**src/rtl/polar_peak_detect.sv**
```systemverilog
// Per-frame peak finder that sits after the CORDIC rectangular-to-polar converter.
// It finds the strongest bin at or above a threshold and reports it once per complete frame.
module polar_peak_detect #(
   parameter int WIDTH_XY = 32,
   parameter int WIDTH_PH = 32,
   parameter int NBINS    = 1024,
   parameter int BIN_LO   = 1
) (
   input  logic                       clk,
   input  logic                       rst_n,
   input  logic                       i_vld,
   input  logic                       i_sof,
   input  logic [WIDTH_XY-1:0]        i_mag,
   input  logic [WIDTH_PH-1:0]        i_phase,
   input  logic [WIDTH_XY-1:0]        i_thr,
   output logic                       o_vld,
   output logic                       o_found,
   output logic [$clog2(NBINS)-1:0]   o_bin,
   output logic [WIDTH_XY-1:0]        o_mag,
   output logic [WIDTH_PH-1:0]        o_phase,
   output logic [15:0]                o_frame,
   output logic                       o_err
);

   localparam int BW = $clog2(NBINS);
   localparam int CW = BW + 1;
   localparam logic [CW-1:0] LAST_IDX = CW'(NBINS - 1);
   localparam logic [CW-1:0] LO_IDX   = CW'(BIN_LO);

   typedef enum logic [1:0] {IDLE, ACCUM, REPORT} state_t;

   state_t              state;
   state_t              state_nxt;
   logic                start;
   logic                take;
   logic                last;
   logic                abort;

   logic [CW-1:0]       cnt;
   logic [WIDTH_XY-1:0] thr_r;
   logic                best_vld;
   logic [BW-1:0]       best_bin;
   logic [WIDTH_XY-1:0] best_mag;
   logic [WIDTH_PH-1:0] best_phase;

   logic [WIDTH_XY-1:0] mag_eff;
   logic [CW-1:0]       cur_idx;
   logic [WIDTH_XY-1:0] cur_thr;
   logic                cur_bv;
   logic                cand;
   logic                nb_vld;
   logic [BW-1:0]       nb_bin;
   logic [WIDTH_XY-1:0] nb_mag;
   logic [WIDTH_PH-1:0] nb_phase;

   always_ff @(posedge clk or negedge rst_n) begin
      if (!rst_n) state <= IDLE;
      else        state <= state_nxt;
   end

   // A start-of-frame wins over everything: in ACCUM it aborts the frame in flight.
   always_comb begin
      state_nxt = state;
      start     = 1'b0;
      take      = 1'b0;
      last      = 1'b0;
      abort     = 1'b0;
      case (state)
         IDLE: begin
            if (i_vld && i_sof) begin
               start     = 1'b1;
               state_nxt = ACCUM;
            end
         end
         ACCUM: begin
            if (i_vld) begin
               if (i_sof) begin
                  start = 1'b1;
                  abort = 1'b1;
               end else begin
                  take = 1'b1;
                  if (cnt == LAST_IDX) begin
                     last      = 1'b1;
                     state_nxt = REPORT;
                  end
               end
            end
         end
         REPORT: begin
            if (i_vld && i_sof) begin
               start     = 1'b1;
               state_nxt = ACCUM;
            end else begin
               state_nxt = IDLE;
            end
         end
         default: state_nxt = IDLE;
      endcase
   end

   // A new frame evaluates its bin 0 against the incoming threshold with an empty best.
   always_comb begin
      mag_eff  = i_mag[WIDTH_XY-1] ? '0 : i_mag;
      cur_idx  = start ? '0 : cnt;
      cur_thr  = start ? i_thr : thr_r;
      cur_bv   = start ? 1'b0 : best_vld;
      cand     = (start || take) && (cur_idx >= LO_IDX) && (mag_eff >= cur_thr) &&
                 (!cur_bv || (mag_eff > best_mag));
      nb_vld   = cur_bv;
      nb_bin   = start ? '0 : best_bin;
      nb_mag   = start ? '0 : best_mag;
      nb_phase = start ? '0 : best_phase;
      if (cand) begin
         nb_vld   = 1'b1;
         nb_bin   = cur_idx[BW-1:0];
         nb_mag   = mag_eff;
         nb_phase = i_phase;
      end
   end

   always_ff @(posedge clk or negedge rst_n) begin
      if (!rst_n) begin
         cnt        <= '0;
         thr_r      <= '0;
         best_vld   <= 1'b0;
         best_bin   <= '0;
         best_mag   <= '0;
         best_phase <= '0;
      end else begin
         if (start) begin
            cnt   <= CW'(1);
            thr_r <= i_thr;
         end else if (take) begin
            cnt <= cnt + CW'(1);
         end
         if (start || take) begin
            best_vld   <= nb_vld;
            best_bin   <= nb_bin;
            best_mag   <= nb_mag;
            best_phase <= nb_phase;
         end
      end
   end

   // The report includes the last bin's own candidacy, so it is loaded from the updated best.
   always_ff @(posedge clk or negedge rst_n) begin
      if (!rst_n) begin
         o_vld   <= 1'b0;
         o_found <= 1'b0;
         o_bin   <= '0;
         o_mag   <= '0;
         o_phase <= '0;
         o_frame <= '0;
         o_err   <= 1'b0;
      end else begin
         o_vld <= last;
         o_err <= abort;
         if (last) begin
            o_found <= nb_vld;
            o_bin   <= nb_vld ? nb_bin : '0;
            o_mag   <= nb_vld ? nb_mag : '0;
            o_phase <= nb_vld ? nb_phase : '0;
            o_frame <= o_frame + 16'd1;
         end
      end
   end

endmodule

```
**config.mk**
```make
export PLATFORM = sky130hd
export DESIGN_NAME = polar_peak_detect
export DESIGN_NICKNAME = d
export VERILOG_FILES = /design/src/rtl/polar_peak_detect.sv
export SDC_FILE = /design/constraint.sdc
export NUM_CORES = 1
export LEC_CHECK = 0
export ABC_AREA = 1
export CAP_MARGIN = 40
export CORE_MARGIN = 2
export CORE_UTILIZATION = 45
export CTS_CLUSTER_DIAMETER = 30
export DETAILED_ROUTE_END_ITERATION = 10
export GPL_ROUTABILITY_DRIVEN = 0
export GPL_TIMING_DRIVEN = 0
export PLACE_DENSITY = 0.7
export REMOVE_ABC_BUFFERS = 1
export SKIP_LAST_GASP = 1
export SYNTH_ARGS = -nofsm -noshare
export SYNTH_HDL_FRONTEND = slang
export SYNTH_SLANG_ARGS = --single-unit
```
**constraint.sdc**
```tcl
create_clock -name clk -period 3.9 [get_ports clk]
set_input_delay 0.78 -clock clk [delete_from_list [all_inputs] [get_ports clk]]
set_output_delay 0.78 -clock clk [all_outputs]
set_load 0.05 [all_outputs]
```
==> flow_metrics.env <==
export IMPL_status="complete, no violations"
export IMPL_synthTopCellsByArea="dfrtp_1, nand2_1, nand3_1"
export IMPL_crit_required_ps=4330
export IMPL_grt_start_max_net_pins=118
export IMPL_multi_input_area_sq_um=5070
export IMPL_peakVddDrop_mv=0.343
export IMPL_fin_setup_tns_ps=0
export IMPL_p_seq_share_pct=31.1
export IMPL_clkPwrFrac_pct=56.2
export IMPL_register_area_sq_um=5330
export IMPL_fill_cells=2064
export IMPL_clk_latency_ps=550
export IMPL_die_y_microns=162
export IMPL_areaGrowthSynthToFinish_pct=40.6
export IMPL_drive_gt1_share_pct=10.8
export IMPL_place_area_sq_um=13600
export IMPL_cts_buffer_depth=3
export IMPL_cts_root_buf="clkbuf_16"
export IMPL_dp_slack_ps=-2610
export IMPL_switching_power_uw=2020
export IMPL_avgSynthCellArea_sq_um=7.93
export IMPL_cp_max_fo=24
export IMPL_start_util_pct=45.9
export IMPL_drt_wl_total_microns=32300
export IMPL_hold_viol=0
export IMPL_slew_headroom_pct=43.2
export IMPL_path_cells="clkdlybuf4s50_1 -> clkinvlp_4 -> buf_4 -> buf_4 -> nand2_1 -> inv_1 -> ha_1 -> a21oi_1 -> o21ai_0 -> nand2_1 -> nand2_1 -> nor2_1 -> nand2_1 -> nand2_4 -> nand2_8 -> buf_16 -> nand2_8 -> clkbuf_16 -> nand2_1 -> and2_1"
export IMPL_endpoint_kind="flop"
export IMPL_p_sw_share_pct=25.6
export IMPL_power_frac_comb_pct=12.8
export IMPL_p_int_uw=5890
export IMPL_dp_hpwl_microns=18900
export IMPL_ant_nets=0
export IMPL_synth_edf_count=0
export IMPL_grt_antenna_before_repair=0
export IMPL_holdWs_ps=283
export IMPL_power_density_nw_per_um2=502
export IMPL_drt_iter0_drc=646
export IMPL_fin_crit_sh_pct=94.6
export IMPL_cts_hold_buf=0
export IMPL_grt_total_usage_pct=23.8
export IMPL_yosysUniqueCellTypes=35
export IMPL_synth_largest_area_cell="dfrtp_1"
export IMPL_viasPerCell=5.02
export IMPL_io_buffers=192
export IMPL_worst_pin_slew_ps=851
export IMPL_synth_top_area_share_pct=47.6
export IMPL_fin_area_sq_um=15700
export IMPL_diodes=0
export IMPL_fmax_mhz=271
export IMPL_clock_sinks=213
export IMPL_cts_tree="done"
export IMPL_die_width_microns=162
export IMPL_netlist_area_sq_um=11200
export IMPL_fin_ws_ps=211
export IMPL_dieArea_sq_um=26200
export IMPL_min_period_ps=3690
export IMPL_grt_pass1_vias=10200
export IMPL_ys_flop_type="dfrtp_1"
export IMPL_start_kind="input port"
export IMPL_cap_violations=0
export IMPL_numCtsBuffers=52
export IMPL_finalClockSkew_ps=20.3
export IMPL_row_count=57
export IMPL_fin_nets=1796
export IMPL_htreeDepth=2
export IMPL_grt_overflow_total=0
export IMPL_rsz0062_at_grt="false"
export IMPL_grt_first_pass_wirelength_microns=50600
export IMPL_synth_warnings=0
export IMPL_slew_violations=0
export IMPL_ios=193
export IMPL_cpMostUsedCell="nand2_1"
export IMPL_wl_per_cell_microns=16.2
export IMPL_synthCells=1412
export IMPL_drc_errors=0
export IMPL_synth_common_cells="nand2_1, dfrtp_1, inv_1, nand3_1, and2_1"
export IMPL_path_clk_slew_ps=40
export IMPL_hold_class="input port to async pin"
export IMPL_firstDrtPassIters=5
export IMPL_seq_area_frac_synth_pct=47.6
export IMPL_p_leak_uw=0.00828
export IMPL_num_vias=10000
export IMPL_synth_most_common_cell="nand2_1"
export IMPL_setup_viol=0
export IMPL_synth_seq_cells=213
export IMPL_cp_arrival_ps=4120
export IMPL_ys_async_sr_fraction_pct=100
export IMPL_critPathKind="input port to flop"
export IMPL_coreArea_sq_um=24400
export IMPL_slowest_stage="clkdlybuf4s50_1"
export IMPL_cpPeakStageDelay_ps=500
[power by group through the flow]
stage	clock network, uW	logic (uW)	registers [uW]
finish	4440	1010	2460
CTS	4500	968	2460
floorplan	0	589	2470
global route	4650	1150	2480
global placement	0	884	2480
detailed placement	0	930	2480
[worst max-delay path: cells and delay by family]
kind	cells	cell delay, ps
compound gates	2	240
fa+ha+maj	1	290
buf+inv	7	1570
simple gates	10	1160
[per-layer routing]
| metal | wire (microns) | track usage, % | part of all wire (%) |
|---|---|---|---|
| met5 | 0 | 0 | 0 |
| met4 | 694 | 6.11 | 2.1 |
| met3 | 2590 | 5.92 | 8.0 |
| met2 | 14900 | 39.1 | 46 |
| met1 | 14200 | 31.6 | 44 |
[final cells by class]
class                      count  area share [%]
tap                          324            2.58
clock buffer                  65            9.15
inverter                     180            4.42
timing repair buffer         219            15.3
sequential                   213            33.9
multi-input combinational    966            32.2
clock inverter                33            2.54
[stage by stage]
stage               total power (uW)  instances  utilization (%)
finish                          7910       2000             64.5
global route                    8270       2000             64.5
detailed placement              3410       1880             55.6
floorplan                       3060       1353                -
CTS                             7920       1991             63.8
global placement                3370       1869             54.3
[layout by cell type, fill, tap and decap left out, types with 9 or more instances in the layout]
master           netlist  final
dfrtp_1              213    213
clkinv_2               0     13
or2_2                 30     30
clkbuf_16              0     56
nand3_1              163    163
ha_1                  64     64
nand2_1              463    459
a21oi_1               33     32
inv_1                176    175
o21ai_0               41     41
clkbuf_8               0      9
clkdlybuf4s50_1        0    189
nor2_1                45     42
and2_1                74     74
buf_4                  7     11
[cells by family (layout without fill, tap and decap cells)]
family | count (synthesis) | after routing | synth area share [%]
adders and majority gates | 64 | 64 | 7.15
AOI/OAI and AO/OA | 84 | 85 | 4.01
buffers and inverters | 239 | 497 | 8.45
muxes | 1 | 1 | 0.0894
and+or+nand+nor | 799 | 804 | 31.8
xor gates and xnor gates | 12 | 12 | 0.939
DFF | 213 | 213 | 47.6
[timing repair]
action | 4_1_cts | 5_1_grt
setup buffers | 9 | 3
gates cloned | 4 | 6
gates resized for setup | 16 | 9
hold endpoints to repair | 0 | 0
pin swaps | 4 | 4
setup endpoints to repair | 150 | 128
[state kept, by name, summed over array words and instances (netlist names), 10 cells and up]
register,flops
o_bin,10
best_bin,10
o_frame,16
thr_r,32
best_phase,32
best_mag,32
cnt,11
o_mag,32
o_phase,32
[path summary, 6_finish.rpt]
check	startpoint	to	slack [ps]	cells past startpoint
max in group asynchronous	rst_n	best_mag[20]$_DFFE_PN0P_	2580	2
worst min register to register	o_phase[7]$_DFFE_PN0P_	o_phase[7]$_DFFE_PN0P_	470	2
min in group clk	o_phase[7]$_DFFE_PN0P_	o_phase[7]$_DFFE_PN0P_	470	2
worst max-delay path	i_mag[31]	best_mag[15]$_DFFE_PN0P_	210	20
worst min-delay path	rst_n	o_bin[1]$_DFFE_PN0P_	280	1
worst max register to register	state[1]$_DFFE_PN0P_	o_mag[5]$_DFFE_PN0P_	270	19
(Power assumes the default switching activity.)
